--- config.mk ---
export PLATFORM = sky130hd
export DESIGN_NAME = dct_coef_sequencer_flat
export DESIGN_NICKNAME = d
export VERILOG_FILES = /design/src/rtl/dct_pkg.sv /design/src/rtl/dct_coef_sequencer_if.sv /design/src/rtl/dct_coef_index.sv /design/src/rtl/dct_coef_sequencer.sv /design/src/flat_wrapper.sv
export SDC_FILE = /design/constraint.sdc
export NUM_CORES = 1
export LEC_CHECK = 0
export CORE_MARGIN = 10
export CORE_UTILIZATION = 53
export DETAILED_ROUTE_END_ITERATION = 12
export GPL_ROUTABILITY_DRIVEN = 0
export PLACE_DENSITY_LB_ADDON = 0.08
export SLEW_MARGIN = 20
export SYNTH_ARGS = -nofsm -noshare
export SYNTH_HDL_FRONTEND = slang
export SYNTH_SLANG_ARGS = --single-unit
--- constraint.sdc ---
create_clock -name clk -period 6.3 [get_ports clk]
set_input_delay 0.945 -clock clk [delete_from_list [all_inputs] [get_ports clk]]
set_output_delay 0.945 -clock clk [all_outputs]
set_load 0.1 [all_outputs]
--- src/rtl/dct_pkg.sv ---
// Shared types, constants and the cos((2n+1)k*pi/16) -> ROM index/sign mapping
// used by the 8-point DCT coefficient sequencer.
package dct_pkg;

  typedef enum logic [1:0] {
    IDLE,
    WAIT_LINE,
    RUN,
    DONE
  } state_t;

  localparam int N = 8;
  localparam int LOG2N = 3;
  localparam logic [LOG2N-1:0] K0_ADDR = 3'd4;

  typedef struct packed {
    logic [LOG2N-1:0] addr;
    logic neg;
  } coef_t;

  // The product reduced mod 32 picks a quadrant; quadrant 1 and 3 fold back
  // through 8-m (done as a 3-bit negation), quadrants 1 and 2 are negative.
  function automatic coef_t coef_map(input logic [LOG2N-1:0] n, input logic [LOG2N-1:0] k);
    logic [5:0] m;
    coef_t c;
    m = 6'({n, 1'b1}) * 6'(k);
    c.addr = K0_ADDR;
    c.neg = 1'b0;
    if (k != '0) begin
      case (m[4:3])
        2'b00: begin c.addr = m[2:0]; c.neg = 1'b0; end
        2'b01: begin c.addr = 3'd0 - m[2:0]; c.neg = 1'b1; end
        2'b10: begin c.addr = m[2:0]; c.neg = 1'b1; end
        default: begin c.addr = 3'd0 - m[2:0]; c.neg = 1'b0; end
      endcase
    end
    return c;
  endfunction

endpackage

--- src/rtl/dct_coef_sequencer_if.sv ---
// Handshake and term bus between the DCT sequencer, the line buffer and the
// ROM/MAC datapath.
interface dct_coef_sequencer_if;
  logic       start;
  logic       abort;
  logic       line_rdy;
  logic       stall;
  logic       busy;
  logic       rom_enb;
  logic [2:0] rom_addr;
  logic       coef_neg;
  logic [2:0] samp_idx;
  logic [2:0] out_idx;
  logic [2:0] line_idx;
  logic       pass;
  logic       term_valid;
  logic       mac_first;
  logic       mac_last;
  logic       line_done;
  logic       frame_done;

  modport master (
    input  start, abort, line_rdy, stall,
    output busy, rom_enb, rom_addr, coef_neg, samp_idx, out_idx, line_idx,
           pass, term_valid, mac_first, mac_last, line_done, frame_done
  );

  modport slave (
    output start, abort, line_rdy, stall,
    input  busy, rom_enb, rom_addr, coef_neg, samp_idx, out_idx, line_idx,
           pass, term_valid, mac_first, mac_last, line_done, frame_done
  );
endinterface

--- src/rtl/dct_coef_index.sv ---
// Combinational (n, k) -> (ROM address, negate) lookup for the DCT basis.
module dct_coef_index
  import dct_pkg::*;
(
  input  logic [LOG2N-1:0] n,
  input  logic [LOG2N-1:0] k,
  output logic [LOG2N-1:0] addr,
  output logic             neg
);

  coef_t      c;
  logic [5:0] prod;

  // A multiple of 8 would mean a zero or unit coefficient the ROM cannot hold.
  always_comb begin
    c = coef_map(n, k);
    prod = 6'({n, 1'b1}) * 6'(k);
    if (k != '0) assert (prod[2:0] != 3'd0);
  end

  assign addr = c.addr;
  assign neg  = c.neg;

endmodule

--- src/rtl/dct_coef_sequencer.sv ---
// Steps (pass, line, k, n) through a row pass and a column pass, issuing one
// registered coefficient term per consumed cycle to the ROM/MAC datapath.
module dct_coef_sequencer
  import dct_pkg::*;
#(
  parameter int LINES  = 8,
  parameter int PASSES = 2
) (
  input  logic                 clk,
  input  logic                 rst,
  dct_coef_sequencer_if.master bus
);

  localparam logic [LOG2N-1:0] LAST_LINE = 3'(LINES - 1);
  localparam logic             LAST_PASS = 1'(PASSES - 1);

  state_t state, state_next;

  logic [LOG2N-1:0] n_q, k_q, line_q;
  logic [LOG2N-1:0] n_d, k_d, line_d;
  logic             pass_q, pass_d;
  logic             hold, line_done_d, frame_done_d;
  logic [LOG2N-1:0] addr_d;
  logic             neg_d;
  logic             run_next;

  logic             busy_q, run_q, neg_q, first_q, last_q;
  logic             line_done_q, frame_done_q;
  logic [LOG2N-1:0] addr_q;

  // Coefficient is looked up for the term about to be registered.
  dct_coef_index u_index (
    .n    (n_d),
    .k    (k_d),
    .addr (addr_d),
    .neg  (neg_d)
  );

  always_ff @(posedge clk or posedge rst) begin
    if (rst) state <= IDLE;
    else     state <= state_next;
  end

  always_comb begin
    state_next   = state;
    n_d          = n_q;
    k_d          = k_q;
    line_d       = line_q;
    pass_d       = pass_q;
    hold         = 1'b0;
    line_done_d  = 1'b0;
    frame_done_d = 1'b0;
    case (state)
      IDLE: begin
        if (bus.start) begin
          state_next = WAIT_LINE;
          n_d        = '0;
          k_d        = '0;
          line_d     = '0;
          pass_d     = 1'b0;
        end
      end
      WAIT_LINE: begin
        if (bus.line_rdy) begin
          state_next = RUN;
          n_d        = '0;
          k_d        = '0;
        end
      end
      RUN: begin
        if (bus.stall) begin
          hold = 1'b1;
        end else begin
          n_d = n_q + 3'd1;
          if (n_q == 3'd7) k_d = k_q + 3'd1;
          if (n_q == 3'd7 && k_q == 3'd7) begin
            line_done_d = 1'b1;
            if (line_q == LAST_LINE && pass_q == LAST_PASS) begin
              state_next = DONE;
            end else begin
              state_next = WAIT_LINE;
              if (line_q == LAST_LINE) begin
                line_d = '0;
                pass_d = 1'b1;
              end else begin
                line_d = line_q + 3'd1;
              end
            end
          end
        end
      end
      DONE: begin
        state_next   = IDLE;
        frame_done_d = 1'b1;
      end
      default: state_next = IDLE;
    endcase
    // Abort overrides everything, including a pending stall or pulse.
    if (bus.abort) begin
      state_next   = IDLE;
      hold         = 1'b0;
      line_done_d  = 1'b0;
      frame_done_d = 1'b0;
    end
    if (state_next == IDLE) begin
      n_d    = '0;
      k_d    = '0;
      line_d = '0;
      pass_d = 1'b0;
    end
  end

  assign run_next = (state_next == RUN);

  always_ff @(posedge clk or posedge rst) begin
    if (rst) begin
      n_q          <= '0;
      k_q          <= '0;
      line_q       <= '0;
      pass_q       <= 1'b0;
      busy_q       <= 1'b0;
      run_q        <= 1'b0;
      addr_q       <= '0;
      neg_q        <= 1'b0;
      first_q      <= 1'b0;
      last_q       <= 1'b0;
      line_done_q  <= 1'b0;
      frame_done_q <= 1'b0;
    end else if (!hold) begin
      n_q          <= n_d;
      k_q          <= k_d;
      line_q       <= line_d;
      pass_q       <= pass_d;
      busy_q       <= (state_next != IDLE);
      run_q        <= run_next;
      addr_q       <= run_next ? addr_d : '0;
      neg_q        <= run_next && neg_d;
      first_q      <= run_next && (n_d == 3'd0);
      last_q       <= run_next && (n_d == 3'd7);
      line_done_q  <= line_done_d;
      frame_done_q <= frame_done_d;
    end
  end

  assign bus.busy       = busy_q;
  assign bus.rom_enb    = run_q;
  assign bus.term_valid = run_q;
  assign bus.rom_addr   = addr_q;
  assign bus.coef_neg   = neg_q;
  assign bus.samp_idx   = n_q;
  assign bus.out_idx    = k_q;
  assign bus.line_idx   = line_q;
  assign bus.pass       = pass_q;
  assign bus.mac_first  = first_q;
  assign bus.mac_last   = last_q;
  assign bus.line_done  = line_done_q;
  assign bus.frame_done = frame_done_q;

endmodule

--- src/flat_wrapper.sv ---
// flat-port wrapper written by rule: the top's interface ports become plain ports
module dct_coef_sequencer_flat import dct_pkg::*;
#(
  parameter int LINES  = 8,
  parameter int PASSES = 2
)
  (clk, rst, bus_start, bus_abort, bus_line_rdy, bus_stall, bus_busy, bus_rom_enb, bus_rom_addr, bus_coef_neg, bus_samp_idx, bus_out_idx, bus_line_idx, bus_pass, bus_term_valid, bus_mac_first, bus_mac_last, bus_line_done, bus_frame_done);
  dct_coef_sequencer_if bus_i ();
  input  logic clk;
  input  logic rst;
  input wire logic [$bits(bus_i.start)-1:0] bus_start;
  input wire logic [$bits(bus_i.abort)-1:0] bus_abort;
  input wire logic [$bits(bus_i.line_rdy)-1:0] bus_line_rdy;
  input wire logic [$bits(bus_i.stall)-1:0] bus_stall;
  output wire logic [$bits(bus_i.busy)-1:0] bus_busy;
  output wire logic [$bits(bus_i.rom_enb)-1:0] bus_rom_enb;
  output wire logic [$bits(bus_i.rom_addr)-1:0] bus_rom_addr;
  output wire logic [$bits(bus_i.coef_neg)-1:0] bus_coef_neg;
  output wire logic [$bits(bus_i.samp_idx)-1:0] bus_samp_idx;
  output wire logic [$bits(bus_i.out_idx)-1:0] bus_out_idx;
  output wire logic [$bits(bus_i.line_idx)-1:0] bus_line_idx;
  output wire logic [$bits(bus_i.pass)-1:0] bus_pass;
  output wire logic [$bits(bus_i.term_valid)-1:0] bus_term_valid;
  output wire logic [$bits(bus_i.mac_first)-1:0] bus_mac_first;
  output wire logic [$bits(bus_i.mac_last)-1:0] bus_mac_last;
  output wire logic [$bits(bus_i.line_done)-1:0] bus_line_done;
  output wire logic [$bits(bus_i.frame_done)-1:0] bus_frame_done;
  assign bus_i.start = bus_start;
  assign bus_i.abort = bus_abort;
  assign bus_i.line_rdy = bus_line_rdy;
  assign bus_i.stall = bus_stall;
  assign bus_busy = bus_i.busy;
  assign bus_rom_enb = bus_i.rom_enb;
  assign bus_rom_addr = bus_i.rom_addr;
  assign bus_coef_neg = bus_i.coef_neg;
  assign bus_samp_idx = bus_i.samp_idx;
  assign bus_out_idx = bus_i.out_idx;
  assign bus_line_idx = bus_i.line_idx;
  assign bus_pass = bus_i.pass;
  assign bus_term_valid = bus_i.term_valid;
  assign bus_mac_first = bus_i.mac_first;
  assign bus_mac_last = bus_i.mac_last;
  assign bus_line_done = bus_i.line_done;
  assign bus_frame_done = bus_i.frame_done;
  dct_coef_sequencer #(.LINES(LINES), .PASSES(PASSES)) u_core (.clk(clk), .rst(rst), .bus(bus_i));
endmodule
==> results of run 1 <==
report_power, final:
group	internal, mW	switching, mW
registers	0.144	0.00425
clock network	0.0353	0.0430
logic	0.0162	0.0432
total	0.196	0.0904
kinds of logic after synthesis:
family / synth area share (%)
buffers and inverters: 6.37
AO/OA/AOI/OAI: 19.7
multiplexers: 3.15
XOR/XNOR: 1.74
AND/OR/NAND/NOR: 17.9
adder cells (fa/ha/maj): 14.7
flip-flops: 36.4
area by class of cell:
type                    instances  area (sq um)
clock buffers                   4          36.3
fillers                       225           946
inverters                      10          37.5
multi-input cells             108           865
flip-flops and latches         22           551
well taps                      31          38.8
repair buffers                 26           260
per-stage QoR:
step           std cells  cell area [sq um]  utilization [%]  setup slack (ps)  total power [mW]
3_5_place_dp         197               1750             64.1               837             0.211
2_1_floorplan        147               1510                -              1670             0.199
5_1_grt              201               1790             65.4               844             0.298
6_report             201               1790             65.4              1160             0.286
4_1_cts              201               1790             65.4              1160             0.288
3_3_place_gp         197               1750             64.1              1020             0.210
per-layer routing:
metal	GRT usage (%)	share of wire [%]
met1	14.7	43
met4	4.35	1.4
met3	2.69	4.1
met5	0	0
met2	22.1	51
final timing paths:
kind | start | end | slack [ps] | depth (start not counted)
worst min register to register | u_core.bus.coef_neg$_DFFE_PP0N_ | u_core.bus.coef_neg$_DFFE_PP0N_ | 510 | 1
min in group asynchronous | rst | u_core.bus.line_idx[1]$_DFFE_PP0P_ | 1100 | 2
worst max-delay path | bus_stall | u_core.bus.rom_addr[2]$_DFFE_PP0N_ | 1160 | 21
max in group asynchronous | rst | u_core.bus.frame_done$_DFFE_PP0N_ | 4670 | 2
worst max register to register | u_core.bus.samp_idx[0]$_DFFE_PP0N_ | u_core.bus.rom_addr[2]$_DFFE_PP0N_ | 1770 | 22
worst min-delay path | u_core.bus.coef_neg$_DFFE_PP0N_ | u_core.bus.coef_neg$_DFFE_PP0N_ | 510 | 1
synth_stat cells, types with 2 or more instances:
| master | n |
|---|---|
| buf_2 | 2 |
| and3b_1 | 2 |
| nor2b_2 | 2 |
| o21ai_0 | 3 |
| buf_6 | 3 |
| dfrtp_1 | 22 |
| nand3b_1 | 4 |
| a22o_1 | 3 |
| a211oi_1 | 3 |
| a22oi_1 | 5 |
| nor2_1 | 19 |
| inv_1 | 8 |
| fa_1 | 3 |
| o22ai_1 | 2 |
| a21oi_1 | 8 |
| mux2_2 | 2 |
| or3_1 | 2 |
| nand2_1 | 4 |
| ha_1 | 13 |
| xnor2_1 | 2 |
| buf_4 | 2 |
| a32o_1 | 3 |
| inv_2 | 2 |
| nand2b_1 | 3 |
worst reg2reg max path: stages, from the launching register on:
cell and delay (ps):
dfrtp_1 430, ha_1 210, ha_1 220, nand3b_1 180
a211oi_1 90, nor3_2 310, nor2_4 160, nor2b_1 200
inv_2 60, or2_1 220, fa_1 430, inv_1 70
ha_1 150, inv_1 60, fa_1 410, xnor2_1 270
xor2_1 150, ha_1 230, o22ai_1 120, o21ai_0 100
o21ai_0 80, nand3b_1 100, a22o_1 190
registers in the layout, indices dropped and copies added (netlist names):
signal                 flops
u_core.bus.line_idx        3
u_core.bus.out_idx         3
u_core.bus.rom_addr        3
u_core.bus.samp_idx        3
u_core.state               2
u_core.bus.busy            1
u_core.bus.coef_neg        1
u_core.bus.frame_done      1
u_core.bus.line_done       1
u_core.bus.mac_first       1
u_core.bus.mac_last        1
u_core.bus.pass            1
u_core.bus.rom_enb         1
==> impl_metrics.toml, run 1 <==
[outcome]
status = "complete, no violations"

[cells_and_area]
syn2layout_area_growth_pct = 18.3
nNetsFinal = 193
final_cell_mix = "clkdlybuf4s50_1, dfrtp_1, nor2_1"
drive_above_1_share_pct = 11.8
final_common_cell = "clkdlybuf4s50_1"
diodes = 0

[clock_network]
cts_setup_buffers = 0
cts_buffer_depth = 2
clkLatencyLatePin_ps = 310
clk_pin_slew_ps = 120
cts_inserted_buffers = 3
hold_buffers = 0
cts_tree = "yes"
ctsResizeCount = 0
clock-sinks = 22
cts_max_level = 1
cts-root-buf = "clkbuf_4"

[sta]
finalCritPeriodShare_pct = 81.5
holdWs_ps = 512
grt_setup_unrepaired = "no"
relSlewSlack_pct = 33.7
fin_crit_ps = 5140
fmax_mhz = 195
skew_ps = 5.27
setup_tns_ps = 0
finalHoldViolations = 0
worst_pin_slew_ps = 992
drv_slew = 0
setup_viol = 0

[setup_path]
critPathMaxStageDelay_ps = 600
crit_required_ps = 6510
crit_family = "adder cells"
end_kind = "flop"
path_cells = "clkdlybuf4s50_1, nand3b_1, a211oi_1, nor3_2, nor2_4, nor2b_1, inv_2, or2_1, fa_1, inv_1, ha_1, inv_1, fa_1, xnor2_1, xor2_1, ha_1, o22ai_1, o21ai_0, o21ai_0, nand3b_1, a22o_1"
cp_num_buf_inv = 4
worstPathArrival_ps = 5340
cp_max_fo = 17
worstSetupPathType = "in2reg"
start_kind = "input pin"
crit_slowest_cell = "clkdlybuf4s50_1"

[synth]
synth-edff-count = 0
synth-async-reset-ratio_pct = 100
syn_nets = 169
synthTopCellsByArea = "dfrtp_1, ha_1, nor2_1, fa_1, a21oi_1"
yosysWarnings = 0
synth_top_area_cell = "dfrtp_1"
ys_seq_area_share_pct = 36.4
syn_area_sq_mm = 0.00151
netlist_instances = 147
ys_ff_latch = 22
yosysTopAreaCellShare_pct = 36.4
syn_area_per_cell_sq_um = 10.3
ys_types = 49
synth-main-ff-cell = "dfrtp_1"

[placed_design]
port_buffers = 26
dp_hpwl_mm = 2.61

[grt]
antenna_found_initial = 0
grt_pass1_wl_mm = 5.51
grt_pass1_vias = 1189
grt_max_degree = 23
overflow = 0
track_usage_pct = 12.6

[die]
dieArea_sq_mm = 0.00539
core.rowCount = 19
core_area_sq_mm = 0.00273
io_pins = 27
die_h_microns = 73.4
initial_core_util_pct = 55.3
chipWidth_microns = 73.4

[drt]
drt-pass1-iter-count = 4
ant_nets = 0
vias = 1194
drt-total-wl_mm = 3.31
first_iter_violations = 87
drcViolationCount = 0
post_drt_via_cell_ratio = 5.94
wl_per_cell_microns = 16.5

[min_path]
min_path_type = "reg2reg"

[run]
cap_violations = 0

[pwr]
leakage_nw = 0.766
powerDensity_mw_per_mm2 = 160
ir_drop_v = 0.000107
(Power assumes the default switching activity.)
==> run 2: changes to the inputs <==
CORE_UTILIZATION = 47   (was 53)
clock period = 4.6 ns   (was 6.3 ns; I/O delays follow)
==> run 2 against run 1 <==
First-iteration DRC count shrank 31%. Utilization shrank 2.1 points. Critical path depth is the same. Largest power group unchanged. Critical path type unchanged. Hold slack lost 4.7 ps. Worst setup slack lost 920 ps. Non-clock buffer count grew 17. Sequential power grew 37%. Global-route usage shrank 0.54 points. Wire length grew 3.2%. Power grew 43%.
==> impl_metrics.toml, run 2 (synthesized netlist as in run 1, its figures left out) <==
[outcome]
status = "complete, no violations"

[setup_path]
start_kind = "input pin"
r2r_cells = 21
rrSetupSlack_ps = 330
worstPathArrival_ps = 4590
rr_startpoint = "u_core.bus.samp_idx[0]$_DFFE_PP0N_"
r2r-end = "u_core.bus.rom_addr[2]$_DFFE_PP0N_"
cp_max_fo = 4
worstSetupPathType = "in2reg"
crit_required_ps = 4830
end_kind = "flop"

[clock_network]
clk_pin_slew_ps = 130
cts_max_level = 1
cts_inserted_buffers = 3
cts-root-buf = "clkbuf_4"
cts_buffer_depth = 2
hold_buffers = 0
clock-sinks = 22
cts_tree = "yes"
clkLatencyLatePin_ps = 320

[pwr]
p_clk_share_pct = 27.0
powerDensity_mw_per_mm2 = 210
ir_drop_v = 0.000129
sw_frac_of_total_pct = 31.6
p_comb_share_pct = 23.2
switchingPower_uw = 129
internal_power_uw = 280
sequentialPowerShare_pct = 49.8
leakage_nw = 0.854

[sta]
fmax_mhz = 229
finalHoldViolations = 0
fin_crit_ps = 4360
final.setup.worst_slack_ps = 238
worst_pin_slew_ps = 992
finalCritPeriodShare_pct = 94.8
drv_slew = 0
grt_setup_unrepaired = "no"
skew_ps = 8.01
relSlewSlack_pct = 33.7
holdWs_ps = 507
setup_viol = 0

[cells_and_area]
fin_util_pct = 63.3
final_cell_mix = "clkdlybuf4s50_1, nor2_1, dfrtp_1"
multi_input_area_sq_um = 875
fillerInstances = 285
final_common_cell = "clkdlybuf4s50_1"
diodes = 0
seq_area_sq_um = 554
final_area_sq_mm = 0.00195
drive_above_1_share_pct = 22.5
syn2layout_area_growth_pct = 28.9
nNetsFinal = 210

[die]
initial_core_util_pct = 49.1
die_h_microns = 76.7
core.rowCount = 20
io_pins = 27
chipWidth_microns = 76.7
dieArea_sq_mm = 0.00588
core_area_sq_mm = 0.00308

[drt]
routed.top_layer = "met4"
drt-total-wl_mm = 3.42
wl_per_cell_microns = 14.8
post_drt_via_cell_ratio = 5.23
drt-pass1-iter-count = 4
drt-met1-wl_mm = 1.43
routed-wl-met3_microns = 119
first_iter_violations = 60
drcViolationCount = 0
wl_met2_mm = 1.81
vias = 1208
ant_nets = 0

[placed_design]
dp_hpwl_mm = 2.78
port_buffers = 26
dpl_cell_area_sq_mm = 0.00190
dp_slack_ps = -209

[min_path]
min_to = "u_core.bus.mac_first$_DFFE_PP0N_"
min_path_type = "reg2reg"
hp-start = "u_core.bus.mac_first$_DFFE_PP0N_"
holdPathStages = 2

[grt]
antenna_found_initial = 0
grt_pass1_wl_mm = 5.91
grt_pass1_vias = 1232
grt_max_degree = 23
overflow = 0
track_usage_pct = 12.1

[run]
cap_violations = 0
-- run 2: cell count changes in the layout (fill, tap and decap cells not counted) --
cell | previous run | this run
dfrtp_2 | 0 | 3
nor2b_1 | 1 | 0
xnor2_2 | 0 | 1
xnor2_1 | 2 | 1
clkdlybuf4s50_1 | 26 | 25
dlymetal6s2s_1 | 0 | 1
nor2b_2 | 2 | 3
dfrtp_1 | 22 | 19
buf_4 | 0 | 17
-- run 2: worst max path at each step --
| stage | start | to | cells after the start |
|---|---|---|---|
| finish | bus_line_rdy | u_core.bus.rom_addr[2]$_DFFE_PP0N_ | 21 |
| global route | bus_line_rdy | u_core.bus.rom_addr[2]$_DFFE_PP0N_ | 21 |
| CTS | bus_stall | u_core.bus.rom_addr[2]$_DFFE_PP0N_ | 20 |
| detailed placement | bus_stall | u_core.bus.rom_addr[2]$_DFFE_PP0N_ | 20 |
| global placement | bus_stall | u_core.bus.rom_addr[2]$_DFFE_PP0N_ | 21 |
| floorplan | u_core.bus.out_idx[0]$_DFFE_PP0N_ | u_core.bus.rom_addr[2]$_DFFE_PP0N_ | 21 |
-- run 2: area by class of cell --
type | count | share of cell area [%]
flip-flops and latches | 22 | 28.5
well taps | 44 | 2.83
inverters | 10 | 1.93
repair buffers | 43 | 20.0
multi-input cells | 108 | 44.9
clock buffers | 4 | 1.86
-- run 2: critical path, cell delays in order --
cell	delay, ps
clkdlybuf4s50_1	410
and3b_1	200
buf_4	150
o22ai_1	170
mux2_2	210
nor2b_2	170
inv_2	50
or2_1	220
fa_1	440
inv_1	80
ha_1	140
inv_1	50
fa_1	420
xnor2_2	170
xor2_1	170
ha_1	210
nor2_1	100
nor2_1	40
o21ai_0	180
nand3b_1	110
a22o_1	200
-- run 2: routing by layer --
layer | GRT usage (%) | vias to the layer above
met1 | 13.1 | 580
met4 | 4.65 | 0
li1 | - | 605
met2 | 22.0 | 17
met3 | 2.68 | 6
met5 | 0 | -
-- run 2: power groups by stage --
stage	registers [mW]	clock network (mW)	logic [mW]
finish	0.204	0.110	0.0948
global route	0.205	0.119	0.102
CTS	0.204	0.113	0.0955
detailed placement	0.207	0	0.0951
global placement	0.207	0	0.0942
floorplan	0.227	0	0.0461
-- run 2: stage by stage --
step,instances,total power [mW],setup TNS (ps)
global route,231,0.426,0
CTS,231,0.412,0
floorplan,147,0.273,0
finish,231,0.409,0
global placement,227,0.302,-78.5
detailed placement,227,0.303,-209
-- run 2: timing repair --
| item | 4_1_cts | 5_1_grt |
|---|---|---|
| resized for setup | 0 | 3 |
| endpoints found under the setup margin | 0 | 1 |
| buffers inserted | 0 | 0 |
| endpoints found under the hold margin | 0 | 0 |
==> run 3: changes to the inputs <==
--- a/config.mk
+++ b/config.mk
@@ -8,4 +8,5 @@
 export CORE_MARGIN = 10
 export CORE_UTILIZATION = 47
+export CTS_CLUSTER_DIAMETER = 80
 export DETAILED_ROUTE_END_ITERATION = 12
 export GPL_ROUTABILITY_DRIVEN = 0
==> constraint.sdc (replaced) <==
create_clock -name clk -period 4.6 [get_ports clk]
set_input_delay 0.69 -clock clk [delete_from_list [all_inputs] [get_ports clk]]
set_output_delay 0.69 -clock clk [all_outputs]
set_load 0.02 [all_outputs]
==> run 3 against run 2 <==
Via count increased by 4.9%. Hold slack improved by 13 ps. Final area up 1.3%. Sequential share of layout area down 0.57 points. Clock power is essentially flat. Largest power group unchanged.
==> impl_metrics.toml, run 3 (synthesized netlist as in run 1, its figures left out) <==
[grt]
grt_pass1_vias = 1301
grt_max_degree = 23
overflow = 0
track_usage_pct = 13.0
grt_pass1_wl_mm = 6.40
antenna_found_initial = 0

[drt]
drt-total-wl_mm = 3.75
vias = 1267
drcViolationCount = 0
post_drt_via_cell_ratio = 5.44
first_iter_violations = 75
ant_nets = 0
wl_per_cell_microns = 16.1
drt-pass1-iter-count = 4

[die]
core.rowCount = 20
chipWidth_microns = 76.7
initial_core_util_pct = 49.1
core_area_sq_mm = 0.00308
io_pins = 27
dieArea_sq_mm = 0.00588
die_h_microns = 76.7

[sta]
setup_viol = 0
relSlewSlack_pct = 42.4
skew_ps = 2.58
holdWs_ps = 520
worst_pin_slew_ps = 863
setup_tns_ps = 0
fmax_mhz = 229
fin_crit_ps = 4360
finalHoldViolations = 0
finalCritPeriodShare_pct = 94.9
drv_slew = 0

[clock_network]
clock-sinks = 22
clk_pin_slew_ps = 130
cts_tree = "yes"
clkLatencyLatePin_ps = 310
cts-root-buf = "clkbuf_4"
hold_buffers = 0
cts_inserted_buffers = 3
cts_buffer_depth = 2
cts_max_level = 1

[setup_path]
worstPathArrival_ps = 4580
worstSetupPathType = "in2reg"
rrSetupSlack_ps = 280
r2r_cells = 22
end_kind = "flop"
r2r-end = "u_core.bus.rom_addr[2]$_DFFE_PP0N_"
crit_required_ps = 4810
start_kind = "input pin"
rr_startpoint = "u_core.bus.samp_idx[0]$_DFFE_PP0N_"
cp_max_fo = 5

[cells_and_area]
multi_input_area_sq_um = 890
fillerInstances = 286
seq_area_sq_um = 551
nNetsFinal = 212
syn2layout_area_growth_pct = 30.6
final_area_sq_mm = 0.00197
drive_above_1_share_pct = 23.3
diodes = 0
final_common_cell = "clkdlybuf4s50_1"
final_cell_mix = "clkdlybuf4s50_1, dfrtp_1, nor2_1, buf_4, ha_1"

[min_path]
min_path_type = "reg2reg"
hp-start = "u_core.bus.mac_last$_DFFE_PP0N_"
min_to = "u_core.bus.mac_last$_DFFE_PP0N_"
holdPathStages = 1

[placed_design]
port_buffers = 26
dp_hpwl_mm = 3.00
dpl_cell_area_sq_mm = 0.00190

[pwr]
leakage_nw = 0.879
powerDensity_mw_per_mm2 = 196
ir_drop_v = 0.000104

[outcome]
status = "complete, no violations"

[run]
cap_violations = 0
[run 3: cell count changes in the layout (fill, tap and decap cells not counted), sizes merged]
cell and change:
buf +2
[run 3: cell type report]
cell class / count / share of cell area, %
inverters: 10 / 1.90
repair buffers: 45 / 20.5
flip-flops and latches: 22 / 27.9
multi-input cells: 108 / 45.1
clock buffers: 4 / 1.84
well taps: 44 / 2.79
[run 3: critical path, cell delays in order]
cell and delay, ps:
clkdlybuf4s50_1 470, and3b_2 210, a21oi_1 60, nor3_2 280, nor2_4 90, buf_4 160, nor2_1 150, inv_2 60
fa_1 470, inv_1 70, ha_1 140, inv_1 50, fa_1 430, xnor2_2 280, xor2_1 140, ha_1 220
o22ai_1 110, o21ai_0 90, o21ai_1 80, nand3b_1 100, a22o_1 210
[run 3: power breakdown]
group          internal (mW)  total, mW  leakage (nW)  switching [mW]
sequential             0.198      0.204         0.304         0.00580
combinational         0.0345     0.0743         0.554          0.0398
clock                 0.0483      0.110        0.0210          0.0615
[run 3: metrics by stage]
step                      utilization [%]  setup WS (ps)  instances  power, mW
after floorplan                         -            478        147      0.251
after global placement               61.6           -117        227      0.277
after detailed placement             61.6           -259        227      0.279
after CTS                            62.8           58.6        231      0.386
after global routing                 64.1          -15.7        233      0.404
final                                64.1            236        233      0.388
[run 3: layer usage]
metal  track usage [%]  vias to the layer above  part of all wire [%]
met5                 0                        -                     0
met4              3.72                        0                  0.67
met3              2.56                        2                   3.9
met2              24.7                       27                    57
met1              14.0                      627                    39
li1                  -                      611                     -
[run 3: timing repair]
item | CTS | global route
endpoints found under the setup margin | 0 | 1
resized for setup | 0 | 7
buffers inserted | 0 | 2
[run 3: how the worst max path moves through the flow]
stage | start | end | slack [ps] | cells past startpoint
floorplan | u_core.bus.samp_idx[0]$_DFFE_PP0N_ | u_core.bus.rom_addr[2]$_DFFE_PP0N_ | 480 | 22
global placement | bus_stall | u_core.bus.rom_addr[2]$_DFFE_PP0N_ | -120 | 20
detailed placement | bus_stall | u_core.bus.rom_addr[2]$_DFFE_PP0N_ | -260 | 20
CTS | bus_stall | u_core.bus.rom_addr[2]$_DFFE_PP0N_ | 60 | 21
finish | bus_line_rdy | u_core.bus.rom_addr[2]$_DFFE_PP0N_ | 240 | 21
global route | bus_line_rdy | u_core.bus.rom_addr[2]$_DFFE_PP0N_ | -20 | 21
